[src/rtl/column_frame_sequencer.sv]
// column_frame_sequencer
//   Frame-level controller for the column rectangle drawer. Walks the screen
//   one column at a time, asks the ray unit for a wall height, then issues up
//   to three vertical rectangle draws (ceiling, wall, floor) to the drawer.
//
// Ports
//   clock, resetn          system clock, asynchronous active-low reset
//   frame_start            pulse: begin a frame (ignored unless idle)
//   busy, frame_done       frame in progress / one-cycle completion pulse
//   col_req, col_index     height request to the ray unit and its column
//   height_valid,          ray unit response strobe with height and
//   height_in,             wall colour for col_index
//   wall_color_in
//   start_plot, end_plot   drawer handshake (pulse out, completion pulse in)
//   X_pos, Y_pos,          segment geometry and colour, stable from
//   rect_size, color       start_plot until end_plot
module column_frame_sequencer #(
  parameter int         NUM_COLS    = 160,
  parameter int         SCREEN_H    = 120,
  parameter logic [2:0] CEIL_COLOR  = 3'b001,
  parameter logic [2:0] FLOOR_COLOR = 3'b010
) (
  input  logic       clock,
  input  logic       resetn,
  input  logic       frame_start,
  output logic       busy,
  output logic       frame_done,
  output logic       col_req,
  output logic [7:0] col_index,
  input  logic       height_valid,
  input  logic [6:0] height_in,
  input  logic [2:0] wall_color_in,
  output logic       start_plot,
  input  logic       end_plot,
  output logic [7:0] X_pos,
  output logic [6:0] Y_pos,
  output logic [6:0] rect_size,
  output logic [2:0] color
);

  localparam logic [6:0] SH       = 7'(SCREEN_H);
  localparam logic [7:0] LAST_COL = 8'(NUM_COLS - 1);

  typedef enum logic [3:0] {
    S_IDLE, S_REQ, S_CEIL_GO, S_CEIL_WAIT, S_WALL_GO, S_WALL_WAIT,
    S_FLOOR_GO, S_FLOOR_WAIT, S_GAP, S_NEXT, S_DONE
  } state_t;

  state_t     state_q;
  logic       busy_q, frame_done_q, col_req_q, start_plot_q;
  logic [7:0] col_q;
  logic [6:0] y_q, size_q, h_q, top_q;
  logic [2:0] color_q, wall_color_q;
  logic [2:0] pend_q;   // {floor, wall, ceiling} segments still to draw

  logic [6:0] h_d, top_d, top_s, h_s, floor_y_s, floor_sz_s;
  logic [2:0] wcol_s, pend_d, mask;
  logic       use_new, go_any;
  state_t     go_state;
  logic [6:0] go_y, go_sz;
  logic [2:0] go_color, go_bit;

  // Segment selection is shared by the handshake cycle (geometry taken
  // straight from the incoming height) and GAP (geometry from registers),
  // so the first GO can follow the handshake with no extra cycle.
  always_comb begin
    h_d        = (height_in > SH) ? SH : height_in;
    top_d      = (SH - h_d) >> 1;
    use_new    = (state_q == S_REQ);
    top_s      = use_new ? top_d : top_q;
    h_s        = use_new ? h_d : h_q;
    wcol_s     = use_new ? wall_color_in : wall_color_q;
    floor_y_s  = top_s + h_s;
    floor_sz_s = SH - floor_y_s;   // odd remainder lands here
    pend_d     = {(SH - top_d - h_d) != '0, h_d != '0, top_d != '0};
    mask       = use_new ? pend_d : pend_q;
    go_any     = 1'b1;
    go_state   = S_CEIL_GO;
    go_y       = '0;
    go_sz      = top_s;
    go_color   = CEIL_COLOR;
    go_bit     = 3'b001;
    if (mask[0]) begin
      go_state = S_CEIL_GO;
    end else if (mask[1]) begin
      go_state = S_WALL_GO;
      go_y     = top_s;
      go_sz    = h_s;
      go_color = wcol_s;
      go_bit   = 3'b010;
    end else if (mask[2]) begin
      go_state = S_FLOOR_GO;
      go_y     = floor_y_s;
      go_sz    = floor_sz_s;
      go_color = FLOOR_COLOR;
      go_bit   = 3'b100;
    end else begin
      go_any   = 1'b0;
    end
  end

  always_ff @(posedge clock or negedge resetn) begin
    if (!resetn) begin
      state_q      <= S_IDLE;
      busy_q       <= 1'b0;
      frame_done_q <= 1'b0;
      col_req_q    <= 1'b0;
      start_plot_q <= 1'b0;
      col_q        <= '0;
      y_q          <= '0;
      size_q       <= '0;
      color_q      <= '0;
      h_q          <= '0;
      top_q        <= '0;
      wall_color_q <= '0;
      pend_q       <= '0;
    end else begin
      start_plot_q <= 1'b0;
      frame_done_q <= 1'b0;
      case (state_q)
        S_IDLE: if (frame_start) begin
          col_q     <= '0;
          busy_q    <= 1'b1;
          col_req_q <= 1'b1;
          state_q   <= S_REQ;
        end
        S_REQ, S_GAP: begin
          if (state_q == S_REQ) begin
            if (col_req_q && height_valid) begin
              col_req_q    <= 1'b0;
              h_q          <= h_d;
              top_q        <= top_d;
              wall_color_q <= wall_color_in;
            end
          end
          if (state_q == S_GAP || (col_req_q && height_valid)) begin
            if (go_any) begin
              state_q      <= go_state;
              start_plot_q <= 1'b1;
              y_q          <= go_y;
              size_q       <= go_sz;
              color_q      <= go_color;
              pend_q       <= mask & ~go_bit;
            end else begin
              state_q <= S_NEXT;
            end
          end
        end
        S_CEIL_GO:    state_q <= S_CEIL_WAIT;
        S_WALL_GO:    state_q <= S_WALL_WAIT;
        S_FLOOR_GO:   state_q <= S_FLOOR_WAIT;
        S_CEIL_WAIT, S_WALL_WAIT, S_FLOOR_WAIT:
          if (end_plot) state_q <= S_GAP;
        S_NEXT: begin
          if (col_q == LAST_COL) begin
            busy_q       <= 1'b0;
            frame_done_q <= 1'b1;
            state_q      <= S_DONE;
          end else begin
            col_q     <= col_q + 8'd1;
            col_req_q <= 1'b1;
            state_q   <= S_REQ;
          end
        end
        S_DONE:  state_q <= S_IDLE;
        default: state_q <= S_IDLE;
      endcase
    end
  end

  assign busy       = busy_q;
  assign frame_done = frame_done_q;
  assign col_req    = col_req_q;
  assign col_index  = col_q;
  assign start_plot = start_plot_q;
  assign X_pos      = col_q;
  assign Y_pos      = y_q;
  assign rect_size  = size_q;
  assign color      = color_q;

endmodule
[config.mk]
export PLATFORM = sky130hd
export DESIGN_NAME = column_frame_sequencer
export DESIGN_NICKNAME = d
export VERILOG_FILES = /design/src/rtl/column_frame_sequencer.sv
export SDC_FILE = /design/constraint.sdc
export NUM_CORES = 1
export LEC_CHECK = 0
export ABC_AREA = 1
export CAP_MARGIN = 20
export CORE_ASPECT_RATIO = 1.2
export CORE_MARGIN = 2
export CORE_UTILIZATION = 30
export CTS_CLUSTER_DIAMETER = 40
export DETAILED_ROUTE_END_ITERATION = 10
export GPL_ROUTABILITY_DRIVEN = 1
export SLEW_MARGIN = 20
export SYNTH_ARGS = -nofsm -noshare
export SYNTH_HDL_FRONTEND = slang
export SYNTH_SLANG_ARGS = --single-unit
export TNS_END_PERCENT = 10
[constraint.sdc]
create_clock -name clock -period 2.85 [get_ports clock]
set_input_delay 0.285 -clock clock [delete_from_list [all_inputs] [get_ports clock]]
set_output_delay 0.285 -clock clock [all_outputs]
set_load 0.01 [all_outputs]
==> impl_metrics.csv, run 1 <==
group,metric,value,unit
status,status,"finished with violations",
status,violations,"negative setup slack",
synth,syn_area,0.00372,mm^2
power_and_ir_drop,ir_drop,0.000464,V
placed_design,dp_cells,817,
synth,synth.distinct_cells,42,
placed_design,dp_hpwl,8500,um
worst_setup_path,worstPathArrival,3.24,ns
sta,slew_violations,0,
sta,period_needed,3.06,ns
worst_setup_path,start_kind,"primary input",
power_and_ir_drop,p_leak,2.86,nW
hold_path,hp-class,"primary input to async pin",
placed_design,place.port_buffers,51,
sta,slew_headroom,57.2,%
floorplanning,fp.dieArea,0.0133,mm^2
synth,ys_seq_area_share,35.0,%
global_route,grt_max_degree,40,
worst_setup_path,cp_data_required_time,3.03,ns
sta,tightest_slew,0.641,ns
synth,ys_warn_count,0,
clock_tree,cts-root-buf,"clkbuf_16",
global_route,antenna_found_initial,0,
sta,final.period_utilization,107,%
final_layout,diodes,0,
sta,finalSetupViolCount,25,
clock_tree,cts_tree,"built",
floorplanning,die_x,106,um
sta,finalSetupTns,-3.34,ns
clock_tree,htreeDepth,2,
sta,finalHoldViolations,0,
final_layout,nNetsFinal,712,
synth,synth.avg_cell_area,7.09,um^2
worst_setup_path,worst_setup_path_end_kind,"register",
drt,drtIter0Drc,103,
synth,synthArstFlopShare,100,%
worst_setup_path,crit_fanout,5,
global_route,grt-ovfl-total,0,
synth,synth_edf_count,0,
synth,synth-main-ff-cell,"dfrtp_1",
drt,firstDrtPassIters,4,
sta,rsz0062_at_grt,"true",
final_layout,final_cell_mix,"134 x nand2_1, 105 x buf_4, 71 x inv_1, 52 x dfrtp_1, 52 x nor2_1",
sta,clock.fmax,327,MHz
sta,fin_ws,-0.209,ns
floorplanning,dieHeight,126,um
global_route,grt_first_pass_wirelength,17500,um
drt,dr_wl_met3,386,um
global_route,grt_use_total,16.3,%
final_layout,fin_area,0.00564,mm^2
drt,vias_per_cell,4.47,
placed_design,dpl_cell_area,0.00510,mm^2
drt,ant_nets,0,
final_layout,syn_to_final_growth,51.5,%
synth,postSynthCellCount,525,
clock_tree,clk_latency,0.30,ns
drt,drc,0,
final_layout,drive_gt1_share,30.6,%
clock_tree,clockBufferDepth,2,
final_layout,final_cells,840,
floorplanning,num_rows,44,
floorplanning,core,0.0121,mm^2
drt,met1_length,4210,um
drt,post_drt_wl_per_cell,12.6,um
sta,finClkSkew,0.0101,ns
synth,ys_ff_latch,52,
drt,wl_met2,5770,um
worst_setup_path,path_class,"primary input to register",
global_route,grt_pass1_vias,3799,
clock_tree,cts.sinks,52,
drt,highest-signal-layer,"met4",
placed_design,routabilityCongestion,0.870,
clock_tree,clk_pin_slew,0.07,ns
flow_run,drv_cap,0,
drt,wirelength,10600,um
drt,num_vias,3756,
power_and_ir_drop,powerDensity,1290,mW/mm^2
floorplanning,ios,52,
final_layout,layout_commonest_cell,"nand2_1",
sta,holdWs,0.417,ns
floorplanning,initial_core_util,30.7,%
clock_tree,numCtsBuffers,5,
synth,synth_nets,559,
cell type report:
class                           count  area [um^2]
Clock buffer                        6          129
Tap cell                          161          201
Fill cell                        1235         6470
Clock inverter                      2         38.8
Sequential cell                    52         1300
Inverter                           85          324
Timing Repair Buffer              166         1430
Multi-Input combinational cell    368         2210
worst max-delay path, stage by stage:
cell,delay [ns]
buf_6,0.08
nand2_4,0.04
inv_2,0.08
nand2_4,0.06
buf_4,0.14
nand2_4,0.07
ha_4,0.15
nand2_4,0.06
nand2_4,0.06
xor2_2,0.17
inv_2,0.06
ha_4,0.26
inv_2,0.04
ha_4,0.25
or2_4,0.23
a21boi_2,0.16
buf_4,0.13
nand3_1,0.08
nor3b_2,0.16
nand3_1,0.11
nor2_2,0.11
nor2_2,0.07
buf_4,0.14
nand4_1,0.06
nand2_1,0.06
nor2_1,0.08
nor2_1,0.04
per-stage QoR:
| step | worst slack (ns) | power [mW] | util [%] |
|---|---|---|---|
| after detailed placement | -1.12 | 6.20 | 42.1 |
| after CTS | -0.140 | 7.30 | 46.1 |
| after global placement | -1.10 | 6.20 | 42.1 |
| final | -0.209 | 7.30 | 46.5 |
| after floorplan | -0.534 | 3.81 | - |
| after global routing | -0.415 | 7.95 | 46.5 |
per-layer routing:
layer  vias up  GRT usage [%]
met2        78           32.2
li1       1949              -
met3        20           2.38
met4         0           4.80
met1      1709           17.6
met5         -              0
synth_stat cells (3+ instances only):
master,count,area share [%]
nor3_1,5,0.67
nor2_2,4,0.67
nand3_1,16,2.2
xor2_1,5,1.2
or2_2,3,0.50
nand4_1,9,1.5
inv_2,5,0.50
a21oi_1,15,2.0
nand2_2,8,1.3
nand2_4,4,1.2
ha_1,17,5.7
nor2_1,59,6.0
xnor2_1,5,1.2
o22ai_1,4,0.67
nand2_1,144,15
buf_6,3,0.91
inv_1,80,8.1
clkbuf_1,7,0.71
buf_4,8,1.6
nand3_2,3,0.81
dfrtp_1,52,35
o21ai_0,42,5.6
worst paths after layout:
path                       slack (ns)      endpoint  cells after the start          from
setup reg to reg                -0.06  rect_size[6]                     16    state_q[3]
hold reg to reg                  0.47      Y_pos[6]                      2      Y_pos[6]
max in group asynchronous        1.59  rect_size[4]                      3        resetn
hold / removal                   0.42      X_pos[5]                      2        resetn
min in group clock               0.43        h_q[3]                      4  height_in[3]
setup / recovery                -0.21  rect_size[2]                     27  height_in[4]
kinds of logic (layout without fill, tap and decap cells):
kind of cell | Yosys count | in the layout | share of synthesized area (%)
AND/OR/NAND/NOR | 266 | 266 | 32.1
buffers and inverters | 105 | 259 | 12.0
AO/OA/AOI/OAI | 70 | 70 | 10.6
flip-flops | 52 | 52 | 35.0
adder cells (fa/ha/maj) | 19 | 19 | 6.79
XOR/XNOR | 12 | 12 | 3.23
multiplexers | 1 | 1 | 0.269
timing repair:
action,in CTS,in global routing
resized for setup,75,14
pin swaps,27,9
cloned,1,0
buffers inserted,12,1
hold buffers,1,0
endpoints found under the hold margin,13,0
setup endpoints to repair,25,25
sequential cells by signal, summed over array words and instances (netlist names):
register / count
Y_pos: 7
rect_size: 7
busy: 1
col_req: 1
color: 3
wall_color_q: 3
start_plot: 1
frame_done: 1
top_q: 6
h_q: 7
X_pos: 8
state_q: 4
pend_q: 3
where the power goes:
| part | switching (mW) | internal (mW) |
|---|---|---|
| logic | 2.77 | 2.65 |
| clock network | 0.283 | 0.419 |
| registers | 0.168 | 1.01 |
| total | 3.22 | 4.08 |
Note: power is estimated with default switching activity, not from simulation.
==> run 2: changes to the inputs <==
--- a/config.mk
+++ b/config.mk
@@ -5,7 +5,6 @@
 export SDC_FILE = /design/constraint.sdc
 export NUM_CORES = 1
 export LEC_CHECK = 0
-export ABC_AREA = 1
 export CAP_MARGIN = 20
 export CORE_ASPECT_RATIO = 1.2
 export CORE_MARGIN = 2
==> impl_metrics.csv, run 2 <==
group,metric,value,unit
synth,yosysTopAreaCell,"dfrtp_1",
hold_path,min-delay-start,"height_in[5]",
global_route,antenna_found_initial,0,
worst_setup_path,cp_data_required_time,3.04,ns
sta,period_needed,2.96,ns
sta,rsz0062_at_grt,"true",
final_layout,diodes,0,
clock_tree,cts_tree,"built",
status,violations,"negative setup slack",
sta,slew_headroom,52.3,%
flow_run,drv_cap,0,
drt,ant_nets,0,
drt,drc,0,
global_route,grt_first_pass_wirelength,17200,um
power_and_ir_drop,ir_drop,0.000555,V
clock_tree,clk_pin_slew,0.07,ns
final_layout,layout_commonest_cell,"buf_4",
clock_tree,cts.sinks,52,
sta,slew_violations,0,
drt,wirelength,10400,um
sta,finalHoldViolations,0,
final_layout,final_cell_mix,"100 x buf_4, 56 x nand2_1, 52 x dfrtp_1, 43 x clkdlybuf4s50_1, 35 x nor2_1",
worst_setup_path,reg2regPathDepth,15,
synth,yosys-top-cells-count,"58 x nand2_1, 52 x dfrtp_1, 36 x nor2_1, 31 x o21ai_0, 21 x inv_1",
global_route,grt_max_degree,38,
global_route,use_met1,19.5,%
final_layout,largest_register_ffs,8,
worst_setup_path,r2r_start,"state_q[2]",
hold_path,hp-class,"primary input to register",
global_route,grt-ovfl-total,0,
drt,post_drt_wl_per_cell,14.4,um
power_and_ir_drop,p_leak,2.52,nW
synth,synth_nets,459,
power_and_ir_drop,power,7.60,mW
final_layout,n_fill_cell,1162,
placed_design,place.port_buffers,51,
placed_design,dp_hpwl,8120,um
sta,final.period_utilization,104,%
worst_setup_path,start_kind,"primary input",
clock_tree,clk_latency,0.30,ns
synth,synth.most_common_cell,"nand2_1",
global_route,grt_pass1_vias,3481,
final_layout,nNetsFinal,595,
floorplanning,num_rows,44,
global_route,grt_use_total,16.0,%
clock_tree,htreeDepth,2,
synth,synthTopCellsByArea,"dfrtp_1 35%, nand2_1 5.9%, ha_1 5.7%",
power_and_ir_drop,powerDensity,1350,mW/mm^2
placed_design,dpl_cell_area,0.00508,mm^2
synth,synth.distinct_cells,59,
worst_setup_path,path_class,"primary input to register",
floorplanning,dieHeight,126,um
drt,drtIter0Drc,138,
drt,firstDrtPassIters,4,
final_layout,fin_area,0.00562,mm^2
worst_setup_path,critical_path.cell_chain,"buf_4 > buf_4 > nor4_4 > o21ai_2 > ha_4 > inv_1 > fa_2 > nand2b_1 > a21oi_2 > and2_4 > buf_4 > o221ai_4 > o21ai_4 > a211oi_4 > buf_6 > buf_12 > a22o_1",
sta,tightest_slew,0.710,ns
synth,ys_warn_count,0,
synth,ys_ff_latch,52,
clock_tree,numCtsBuffers,5,
hold_path,whs_path_depth,3,
final_layout,drive_gt1_share,35.8,%
hold_path,hold_end,"h_q[5]",
worst_setup_path,critPathTopFamily,"compound AO/OA/AOI/OAI gates",
status,status,"finished with violations",
floorplanning,initial_core_util,30.7,%
synth,postSynthCellCount,425,
global_route,global_route.usage.met3,1.97,%
placed_design,routabilityCongestion,0.892,
synth,synth_edf_count,0,
sta,fin_ws,-0.110,ns
worst_setup_path,r2r-end,"rect_size[6]",
synth,yosysTopAreaCellShare,35.0,%
worst_setup_path,cpPeakStageDelay,0.40,ns
synth,synth-main-ff-cell,"dfrtp_1",
global_route,use_met2,29.0,%
synth,ys_seq_area_share,35.0,%
worst_setup_path,worst_setup_path_end_kind,"register",
final_layout,syn_to_final_growth,51.4,%
floorplanning,die_x,106,um
synth,synth.avg_cell_area,8.74,um^2
floorplanning,ios,52,
worst_setup_path,path_buf_inv,6,
clock_tree,cts-root-buf,"clkbuf_16",
final_layout,seqCellArea,0.00130,mm^2
clock_tree,clockBufferDepth,2,
worst_setup_path,crit_fanout,5,
sta,clock.fmax,338,MHz
sta,finClkSkew,0.00974,ns
synth,syn_area,0.00371,mm^2
sta,finalSetupViolCount,12,
final_layout,multi_input_area,0.00247,mm^2
floorplanning,fp.dieArea,0.0133,mm^2
floorplanning,core,0.0121,mm^2
drt,num_vias,3568,
synth,synthArstFlopShare,100,%
worst_setup_path,crit_top_cell,"buf_4",
worst_setup_path,cp_slowest_cell,"fa_2",
drt,vias_per_cell,4.93,
worst_setup_path,worstPathArrival,3.15,ns
worst_setup_path,r2r_slack,-0.05,ns
global_route,busiest_layer,"met2",
run 2: how the worst max path moves through the flow:
| stage | startpoint | to | slack (ns) | cells after the start |
|---|---|---|---|---|
| 2_1_floorplan | height_in[6] | Y_pos[0] | -0.33 | 20 |
| 3_3_place_gp | height_in[6] | rect_size[1] | -1.00 | 18 |
| 3_5_place_dp | height_in[3] | Y_pos[2] | -1.15 | 14 |
| 4_1_cts | height_in[6] | Y_pos[2] | -0.12 | 21 |
| 5_1_grt | height_in[5] | Y_pos[2] | -0.23 | 21 |
| 6_report | height_in[1] | Y_pos[2] | -0.11 | 17 |
run 2: logic make-up after synthesis:
family,after synthesis,synth area share [%]
multiplexers,13,3.84
flip-flops,52,35.0
AND/OR/NAND/NOR,156,20.4
adder cells (fa/ha/maj),19,6.81
XOR/XNOR,18,4.25
buffers and inverters,51,6.67
AO/OA/AOI/OAI,116,23.0
run 2: layer usage:
metal | wire, um | up-vias
met5 | 0 | -
met4 | 206 | 0
met3 | 314 | 14
met2 | 5490 | 66
met1 | 4380 | 1717
li1 | - | 1771
run 2: area by class of cell:
cell class / count / area share (%)
multi-input combinational: 322 / 44.0
clock inverter: 2 / 0.690
inverter: 22 / 1.47
timing repair buffer: 158 / 24.7
sequential: 52 / 23.1
clock buffer: 6 / 2.47
tap: 161 / 3.58
run 2: what timing repair did:
action	4_1_cts	5_1_grt
cloned	1	0
setup endpoints to repair	19	19
gates resized for setup	66	20
endpoints found under the hold margin	15	0
buffers inserted	9	3
hold buffers	1	0
pin swaps	24	16
run 2: through the flow:
| step | setup slack [ns] | setup TNS [ns] | hold WS [ns] | utilization (%) | cells |
|---|---|---|---|---|---|
| after floorplan | -0.332 | -5.06 | -0.0106 | - | 425 |
| after global placement | -1.00 | -17.96 | 0.215 | 41.9 | 701 |
| after detailed placement | -1.15 | -20.42 | 0.222 | 41.9 | 701 |
| after CTS | -0.118 | -1.04 | 0.417 | 45.5 | 720 |
| after global routing | -0.233 | -3.36 | 0.431 | 46.4 | 723 |
| final | -0.110 | -1.01 | 0.405 | 46.4 | 723 |
run 2: where the power goes:
group / leakage [nW] / internal [mW] / total, mW / switching, mW
sequential: 0.670 / 1.01 / 1.18 / 0.169
clock: 0.0871 / 0.440 / 0.718 / 0.278
combinational: 1.76 / 2.91 / 5.71 / 2.80
total: 2.52 / 4.36 / 7.60 / 3.24
run 2: worst register-to-register path, delay by kind of cell, from the launching register on:
family	cells	cell delay, ns
AND/OR/NAND/NOR	3	0.41
multiplexers	1	0.16
buffers and inverters	3	0.26
adder cells (fa/ha/maj)	2	0.59
XOR/XNOR	2	0.43
flip-flops	1	0.41
AO/OA/AOI/OAI	4	0.54
==> run 3: changes to the inputs <==
--- a/config.mk
+++ b/config.mk
@@ -12,7 +12,6 @@
 export CTS_CLUSTER_DIAMETER = 40
 export DETAILED_ROUTE_END_ITERATION = 10
 export GPL_ROUTABILITY_DRIVEN = 1
-export SLEW_MARGIN = 20
 export SYNTH_ARGS = -nofsm -noshare
 export SYNTH_HDL_FRONTEND = slang
 export SYNTH_SLANG_ARGS = --single-unit
==> results of run 3 <==
Same layout as run 2: the final DEF is identical, and so are final timing and power.
